==> config.mk <==
export PLATFORM = sky130hd
export DESIGN_NAME = sprite_frame_commit_flat
export DESIGN_NICKNAME = d
export VERILOG_FILES = /design/src/rtl/sprite_frame_commit_if.sv /design/src/rtl/sprite_frame_commit.sv /design/src/flat_wrapper.sv
export SDC_FILE = /design/constraint.sdc
export NUM_CORES = 1
export LEC_CHECK = 0
export BUFFER_PORTS_ARGS = -buffer_cell sky130_fd_sc_hd__buf_2
export CAP_MARGIN = 40
export CORE_MARGIN = 1.5
export CORE_UTILIZATION = 56
export CTS_CLUSTER_DIAMETER = 100
export DETAILED_ROUTE_END_ITERATION = 7
export MAX_ROUTING_LAYER = met4
export PLACE_DENSITY = 0.83
export SLEW_MARGIN = 40
export SYNTH_ARGS = -nofsm -noshare
export SYNTH_HDL_FRONTEND = slang
export SYNTH_SLANG_ARGS = --single-unit
==> constraint.sdc <==
create_clock -name clk -period 12.7 [get_ports clk]
set_input_delay 1.27 -clock clk [delete_from_list [all_inputs] [get_ports clk]]
set_output_delay 1.27 -clock clk [all_outputs]
set_load 0.01 [all_outputs]
==> src/rtl/sprite_frame_commit_if.sv <==
// Avalon-MM slave bus between the HPS bridge and the sprite commit controller.
// Reads return registered data one cycle later; the slave never stalls.
interface sprite_frame_commit_if;
   logic        chipselect;
   logic        write;
   logic        read;
   logic [8:0]  address;
   logic [31:0] writedata;
   logic [31:0] readdata;

   modport master (
      output chipselect, write, read, address, writedata,
      input  readdata
   );

   modport slave (
      input  chipselect, write, read, address, writedata,
      output readdata
   );
endinterface

==> src/rtl/sprite_frame_commit.sv <==
// Tear-free sprite position/enable registers: host writes go to shadow copies and an
// armed commit moves them to active at vblank start, one sprite per cycle (NSPR+1 cycles).
module sprite_frame_commit #(
   parameter int NSPR    = 6,
   parameter int VACTIVE = 480
) (
   input  logic                 clk,
   input  logic                 reset,
   sprite_frame_commit_if.slave bus,
   input  logic [9:0]           vcount,
   output logic [NSPR*11-1:0]   act_x,
   output logic [NSPR*10-1:0]   act_y,
   output logic [NSPR-1:0]      act_en,
   output logic                 commit_busy,
   output logic                 irq
);

   localparam int IDXW = $clog2(NSPR + 1);

   localparam logic [8:0] ADDR_EN     = 9'h040;
   localparam logic [8:0] ADDR_CTRL   = 9'h041;
   localparam logic [8:0] ADDR_STATUS = 9'h042;
   localparam logic [8:0] ADDR_FRAME  = 9'h043;

   typedef enum logic [1:0] {IDLE, ARMED, COPY} state_t;

   state_t            state_q, state_d;
   logic [IDXW-1:0]   idx_q, idx_d;
   logic              pending_q, pending_d;
   logic              copy_spr, copy_last;

   logic [10:0]       sh_x [NSPR];
   logic [9:0]        sh_y [NSPR];
   logic [NSPR-1:0]   sh_en;
   logic [10:0]       act_x_r [NSPR];
   logic [9:0]        act_y_r [NSPR];
   logic [NSPR-1:0]   act_en_r;
   logic              auto_q;
   logic              irq_q;
   logic [15:0]       frame_q;
   logic              at_vactive_q;
   logic [31:0]       rdata_q;
   logic [31:0]       rd_mux;

   logic wr_en, rd_en, commit_req, irq_clr, at_vactive, vblank_start;

   assign wr_en      = bus.chipselect & bus.write;
   assign rd_en      = bus.chipselect & bus.read;
   assign commit_req = wr_en && (bus.address == ADDR_CTRL) && bus.writedata[0];
   assign irq_clr    = wr_en && (bus.address == ADDR_STATUS) && bus.writedata[2];

   // Edge-detect the line compare so a held vcount yields a single pulse.
   assign at_vactive   = (vcount == 10'(VACTIVE));
   assign vblank_start = at_vactive & ~at_vactive_q;

   always_ff @(posedge clk or posedge reset) begin
      if (reset) begin
         state_q   <= IDLE;
         idx_q     <= '0;
         pending_q <= 1'b0;
      end else begin
         state_q   <= state_d;
         idx_q     <= idx_d;
         pending_q <= pending_d;
      end
   end

   always_comb begin
      state_d   = state_q;
      idx_d     = idx_q;
      pending_d = pending_q;
      copy_spr  = 1'b0;
      copy_last = 1'b0;
      case (state_q)
         IDLE: begin
            if (commit_req || (vblank_start && auto_q))
               state_d = ARMED;
         end
         ARMED: begin
            if (vblank_start) begin
               state_d = COPY;
               idx_d   = '0;
            end
         end
         COPY: begin
            if (idx_q == IDXW'(NSPR)) begin
               copy_last = 1'b1;
               pending_d = 1'b0;
               idx_d     = '0;
               state_d   = (pending_q || commit_req || auto_q) ? ARMED : IDLE;
            end else begin
               copy_spr = 1'b1;
               idx_d    = idx_q + 1'b1;
               if (commit_req)
                  pending_d = 1'b1;
            end
         end
         default: state_d = IDLE;
      endcase
   end

   // Copies read the pre-edge shadow, so a same-cycle host write lands in the next commit.
   always_ff @(posedge clk or posedge reset) begin
      if (reset) begin
         for (int i = 0; i < NSPR; i++) begin
            sh_x[i]    <= '0;
            sh_y[i]    <= '0;
            act_x_r[i] <= '0;
            act_y_r[i] <= '0;
         end
         sh_en        <= '0;
         act_en_r     <= '0;
         auto_q       <= 1'b0;
         irq_q        <= 1'b0;
         frame_q      <= '0;
         at_vactive_q <= 1'b0;
         rdata_q      <= '0;
      end else begin
         at_vactive_q <= at_vactive;
         for (int i = 0; i < NSPR; i++) begin
            if (wr_en && (bus.address == 9'(2 * i)))
               sh_x[i] <= bus.writedata[10:0];
            if (wr_en && (bus.address == 9'(2 * i + 1)))
               sh_y[i] <= bus.writedata[9:0];
            if (copy_spr && (idx_q == IDXW'(i))) begin
               act_x_r[i] <= sh_x[i];
               act_y_r[i] <= sh_y[i];
            end
         end
         if (wr_en && (bus.address == ADDR_EN))
            sh_en <= bus.writedata[NSPR-1:0];
         if (wr_en && (bus.address == ADDR_CTRL))
            auto_q <= bus.writedata[1];
         if (copy_last)
            act_en_r <= sh_en;
         if (copy_last)
            irq_q <= 1'b1;
         else if (irq_clr)
            irq_q <= 1'b0;
         if (vblank_start)
            frame_q <= frame_q + 16'd1;
         if (rd_en)
            rdata_q <= rd_mux;
      end
   end

   always_comb begin
      rd_mux = '0;
      for (int i = 0; i < NSPR; i++) begin
         if (bus.address == 9'(2 * i))
            rd_mux = {21'b0, sh_x[i]};
         if (bus.address == 9'(2 * i + 1))
            rd_mux = {22'b0, sh_y[i]};
      end
      case (bus.address)
         ADDR_EN:     rd_mux = 32'(sh_en);
         ADDR_CTRL:   rd_mux = {30'b0, auto_q, 1'b0};
         ADDR_STATUS: rd_mux = {29'b0, irq_q, (state_q == COPY), (state_q == ARMED)};
         ADDR_FRAME:  rd_mux = {16'b0, frame_q};
         default: ;
      endcase
   end

   always_comb begin
      act_x = '0;
      act_y = '0;
      for (int i = 0; i < NSPR; i++) begin
         act_x[11*i +: 11] = act_x_r[i];
         act_y[10*i +: 10] = act_y_r[i];
      end
   end

   assign act_en      = act_en_r;
   assign commit_busy = (state_q == COPY);
   assign irq         = irq_q;
   assign bus.readdata = rdata_q;

endmodule

==> src/flat_wrapper.sv <==
// flat-port wrapper written by rule: the top's interface ports become plain ports
module sprite_frame_commit_flat 
#(
   parameter int NSPR    = 6,
   parameter int VACTIVE = 480
)
  (clk, reset, vcount, act_x, act_y, act_en, commit_busy, irq, bus_chipselect, bus_write, bus_read, bus_address, bus_writedata, bus_readdata);
  sprite_frame_commit_if bus_i ();
  input  logic clk;
  input  logic reset;
  input  logic [9:0] vcount;
  output logic [NSPR*11-1:0] act_x;
  output logic [NSPR*10-1:0] act_y;
  output logic [NSPR-1:0] act_en;
  output logic commit_busy;
  output logic irq;
  input wire logic [$bits(bus_i.chipselect)-1:0] bus_chipselect;
  input wire logic [$bits(bus_i.write)-1:0] bus_write;
  input wire logic [$bits(bus_i.read)-1:0] bus_read;
  input wire logic [$bits(bus_i.address)-1:0] bus_address;
  input wire logic [$bits(bus_i.writedata)-1:0] bus_writedata;
  output wire logic [$bits(bus_i.readdata)-1:0] bus_readdata;
  assign bus_i.chipselect = bus_chipselect;
  assign bus_i.write = bus_write;
  assign bus_i.read = bus_read;
  assign bus_i.address = bus_address;
  assign bus_i.writedata = bus_writedata;
  assign bus_readdata = bus_i.readdata;
  sprite_frame_commit #(.NSPR(NSPR), .VACTIVE(VACTIVE)) u_core (.clk(clk), .reset(reset), .bus(bus_i), .vcount(vcount), .act_x(act_x), .act_y(act_y), .act_en(act_en), .commit_busy(commit_busy), .irq(irq));
endmodule
==> impl_metrics.py <==
metrics = {
    "outcome": {
        "status": "completed",
    },
    "pwr": {
        "combPwrFrac_pct": 4.7,
        "power_frac_seq_pct": 49.5,
        "p_switching_mw": 0.446,
        "p_int_mw": 1.56,
        "irDropWorstVdd_uv": 90.2,
        "p_per_area_nw_per_um2": 129,
        "p_leak_nw": 8.05,
        "swShare_pct": 22.3,
        "clock_power_share_pct": 45.8,
    },
    "synth": {
        "synth_seq_cells": 305,
        "synthFlopType": "dfrtp_1",
        "synth_area_leader_cell": "dfrtp_1",
        "synth_area_leaders": "dfrtp_1, mux2_2, nand2_1, a21oi_1, o21ai_0",
        "synth.distinct_cells": 63,
        "syn_avg_cell_area_um2": 12.8,
        "syn_inst": 1036,
        "synth_top_area_share_pct": 57.4,
        "async_reset_ff_share_pct": 100,
        "synth-seq-area-share_pct": 57.4,
        "synth_edf_count": 0,
        "syn_area_um2": 13300,
        "yosys_warnings": 0,
    },
    "global_routing": {
        "met1_usage_pct": 38.7,
        "met3_usage_pct": 6.42,
        "grt_first_pass_wirelength_um": 53100,
        "use_met2_pct": 44.8,
        "antenna_found_initial": 5,
        "grt_pass1_vias": 9160,
        "grt.busiest_layer": "met2",
        "grt_overflow_total": 0,
        "grt_usage_pct": 29.7,
        "grt_max_degree": 126,
    },
    "run": {
        "drv_cap": 0,
    },
    "clock_network": {
        "clk_pin_slew_ns": 0.06,
        "cts_setup_buffers": 0,
        "clkLatencyLatePin_ns": 0.56,
        "cts_sinks": 305,
        "htreeDepth": 1,
        "ctsRootBufferMaster": "clkbuf_16",
        "cts_tree": "yes",
        "clock_path_buffers": 3,
        "cts_repair_resize_count": 0,
        "hold_buffers": 0,
        "cts_made_buffers": 30,
    },
    "routing": {
        "wl_per_cell_um": 22.8,
        "first_pass_iters": 5,
        "via_count": 9221,
        "drtAntennaViolNets": 0,
        "dr.first_iter.drc_count": 666,
        "wirelength_um": 35300,
        "drc_errors": 0,
        "vias_per_cell": 5.96,
    },
    "setup_path": {
        "crit_chain": "buf_2 -> or4_1 -> nor3_1 -> buf_4 -> nand4_2 -> mux2_2",
        "crit_arrival_ns": 3.89,
        "worstSetupPathType": "primary input to flop",
        "critPathMaxFanout": 10,
        "worstPathRequired_ns": 13.12,
        "crit_path_end_kind": "flop",
        "crit_family": "simple AND/OR/NAND/NOR gates",
        "cpMaxStageDelayCell": "or4_1",
        "cp_num_buf_inv": 2,
        "max_stage_delay_ns": 0.72,
        "start_kind": "primary input",
    },
    "timing": {
        "min_period_over_period_pct": 27.3,
        "tightest_slew_ns": 0.861,
        "period_needed_ns": 3.47,
        "clock_skew_ns": 0.0190,
        "finalSetupViolCount": 0,
        "rsz0062_at_grt": "false",
        "holdWs_ns": 0.465,
        "slew_viol_final": 0,
        "setup-tns-final_ns": 0,
        "hold_viol": 0,
        "maxSlewHeadroom_pct": 42.4,
        "max_freq_ghz": 0.289,
    },
    "floorplanning": {
        "rows": 56,
        "dieArea_um2": 24700,
        "pin_count": 222,
        "core_area_um2": 23400,
        "die_h_um": 157,
        "die_x_um": 157,
        "start_util_pct": 56.8,
    },
    "placed_design": {
        "globalplace.congestion": 0.944,
        "hpwl_um": 24000,
        "dp.cells": 1486,
        "numPortBuffers": 184,
    },
    "cells_and_area": {
        "fillers": 1731,
        "drive_gt1_share_pct": 42.5,
        "fin_cells": 1546,
        "final_util_pct": 66.2,
        "area_growth_pct": 16.6,
        "nets": 1257,
    },
    "hold_path": {
        "hp-class": "flop to flop",
    },
}
==> cell type report <==
type	instances	area [µm²]	area share, %
inverter	10	50.0	0.323
clock inverter	9	129	0.832
antenna	4	10.0	0.0646
sequential	305	7630	49.3
clock buffer	47	906	5.85
tap	319	399	2.58
multi-input combinational	658	5330	34.4
timing repair buffer	194	1030	6.66
==> worst paths after layout <==
kind,slack [ns],from,endpoint,cells after the start
worst min register to register,0.46,u_core.bus.readdata[12],u_core.bus.readdata[12],2
max in group asynchronous,10.61,reset,u_core.act_y[21],4
worst max register to register,10.57,u_core.state_q[0],u_core.act_x[54],3
worst max-delay path,9.23,bus_address[6],u_core.sh_y[24],6
worst min-delay path,0.46,u_core.bus.readdata[12],u_core.bus.readdata[12],2
min in group asynchronous,0.75,reset,u_core.act_x[61],2
==> power by group through the flow <==
stage | Sequential [mW] | Combinational, mW | Clock, mW
floorplan | 1.01 | 0.0596 | 0
CTS | 0.992 | 0.0935 | 0.927
global placement | 1.01 | 0.0894 | 0
global route | 0.992 | 0.103 | 0.968
detailed placement | 1.01 | 0.0929 | 0
finish | 0.992 | 0.0942 | 0.918
==> sequential cells by signal, indices dropped and copies added, names as in the netlist <==
signal,count
u_core.irq,1
u_core.auto_q,1
u_core.sh_y,60
u_core.act_en,6
u_core.act_y,60
u_core.frame_q,16
u_core.pending_q,1
u_core.act_x,66
u_core.state_q,2
u_core.bus.readdata,16
u_core.idx_q,3
u_core.sh_en,6
u_core.sh_x,66
u_core.at_vactive_q,1
==> worst reg2reg max path, delay by kind of cell, from the launching register on <==
family / cells / cell delay (ns)
multiplexers: 1 / 0.40
AND/OR/NAND/NOR: 2 / 1.18
flip-flops: 1 / 0.44
==> logic make-up after synthesis <==
| logic type | count (synthesis) | share of synthesized area [%] |
|---|---|---|
| DFF | 305 | 57.4 |
| muxes | 281 | 23.9 |
| and+or+nand+nor | 204 | 7.77 |
| AOI/OAI and AO/OA | 139 | 6.55 |
| buffers and inverters | 88 | 3.10 |
| xor gates and xnor gates | 16 | 1.05 |
| adders and majority gates | 2 | 0.188 |
| other | 1 | 0.0282 |
==> layer usage <==
metal  vias up  part of all wire (%)
met2       489                    46
li1       4032                     -
met3        96                   8.8
met1      4604                    40
met5         -                     0
met4         0                   4.4
==> metrics by stage <==
| stage | power, mW | instance area (µm²) | setup slack (ns) |
|---|---|---|---|
| 2_1_floorplan | 1.07 | 13300 | 3.00 |
| 3_3_place_gp | 1.10 | 14400 | 8.69 |
| 3_5_place_dp | 1.10 | 14400 | 8.75 |
| 4_1_cts | 2.01 | 15500 | 9.31 |
| 5_1_grt | 2.06 | 15500 | 9.15 |
| 6_report | 2.00 | 15500 | 9.23 |
==> cell usage in the layout (no fill, tap or decap), drive strengths merged, types with 9 or more instances in the layout <==
cell | netlist | routed
dfrtp | 305 | 305
mux2 | 264 | 264
buf | 30 | 194
nand2 | 61 | 61
clkbuf | 48 | 47
nor2 | 45 | 45
a21oi | 41 | 41
o21ai | 39 | 39
nand3 | 24 | 24
conb | 1 | 16
nor3 | 16 | 16
mux2i | 15 | 15
xnor2 | 12 | 12
nand2b | 11 | 11
o22ai | 9 | 9
and3 | 9 | 9
nand4 | 9 | 9
==> cells in the mapped netlist, drive strengths merged, types with 3 or more instances <==
cell     count
nand2b      11
a22oi        4
mux2       264
a31oi        8
nand4        9
nor2        45
mux2i       15
buf         30
nor4         4
and3         9
o22ai        9
o211ai       4
a221o        3
o21ai       39
clkbuf      48
xnor2       12
nand3       24
nand2       61
a211oi       6
dfrtp      305
nor3        16
a21oi       41
and2         6
xor2         4
nor2b        6
a221oi       7
a2bb2oi      3
or4          5
inv          9
(Power assumes the default switching activity.)
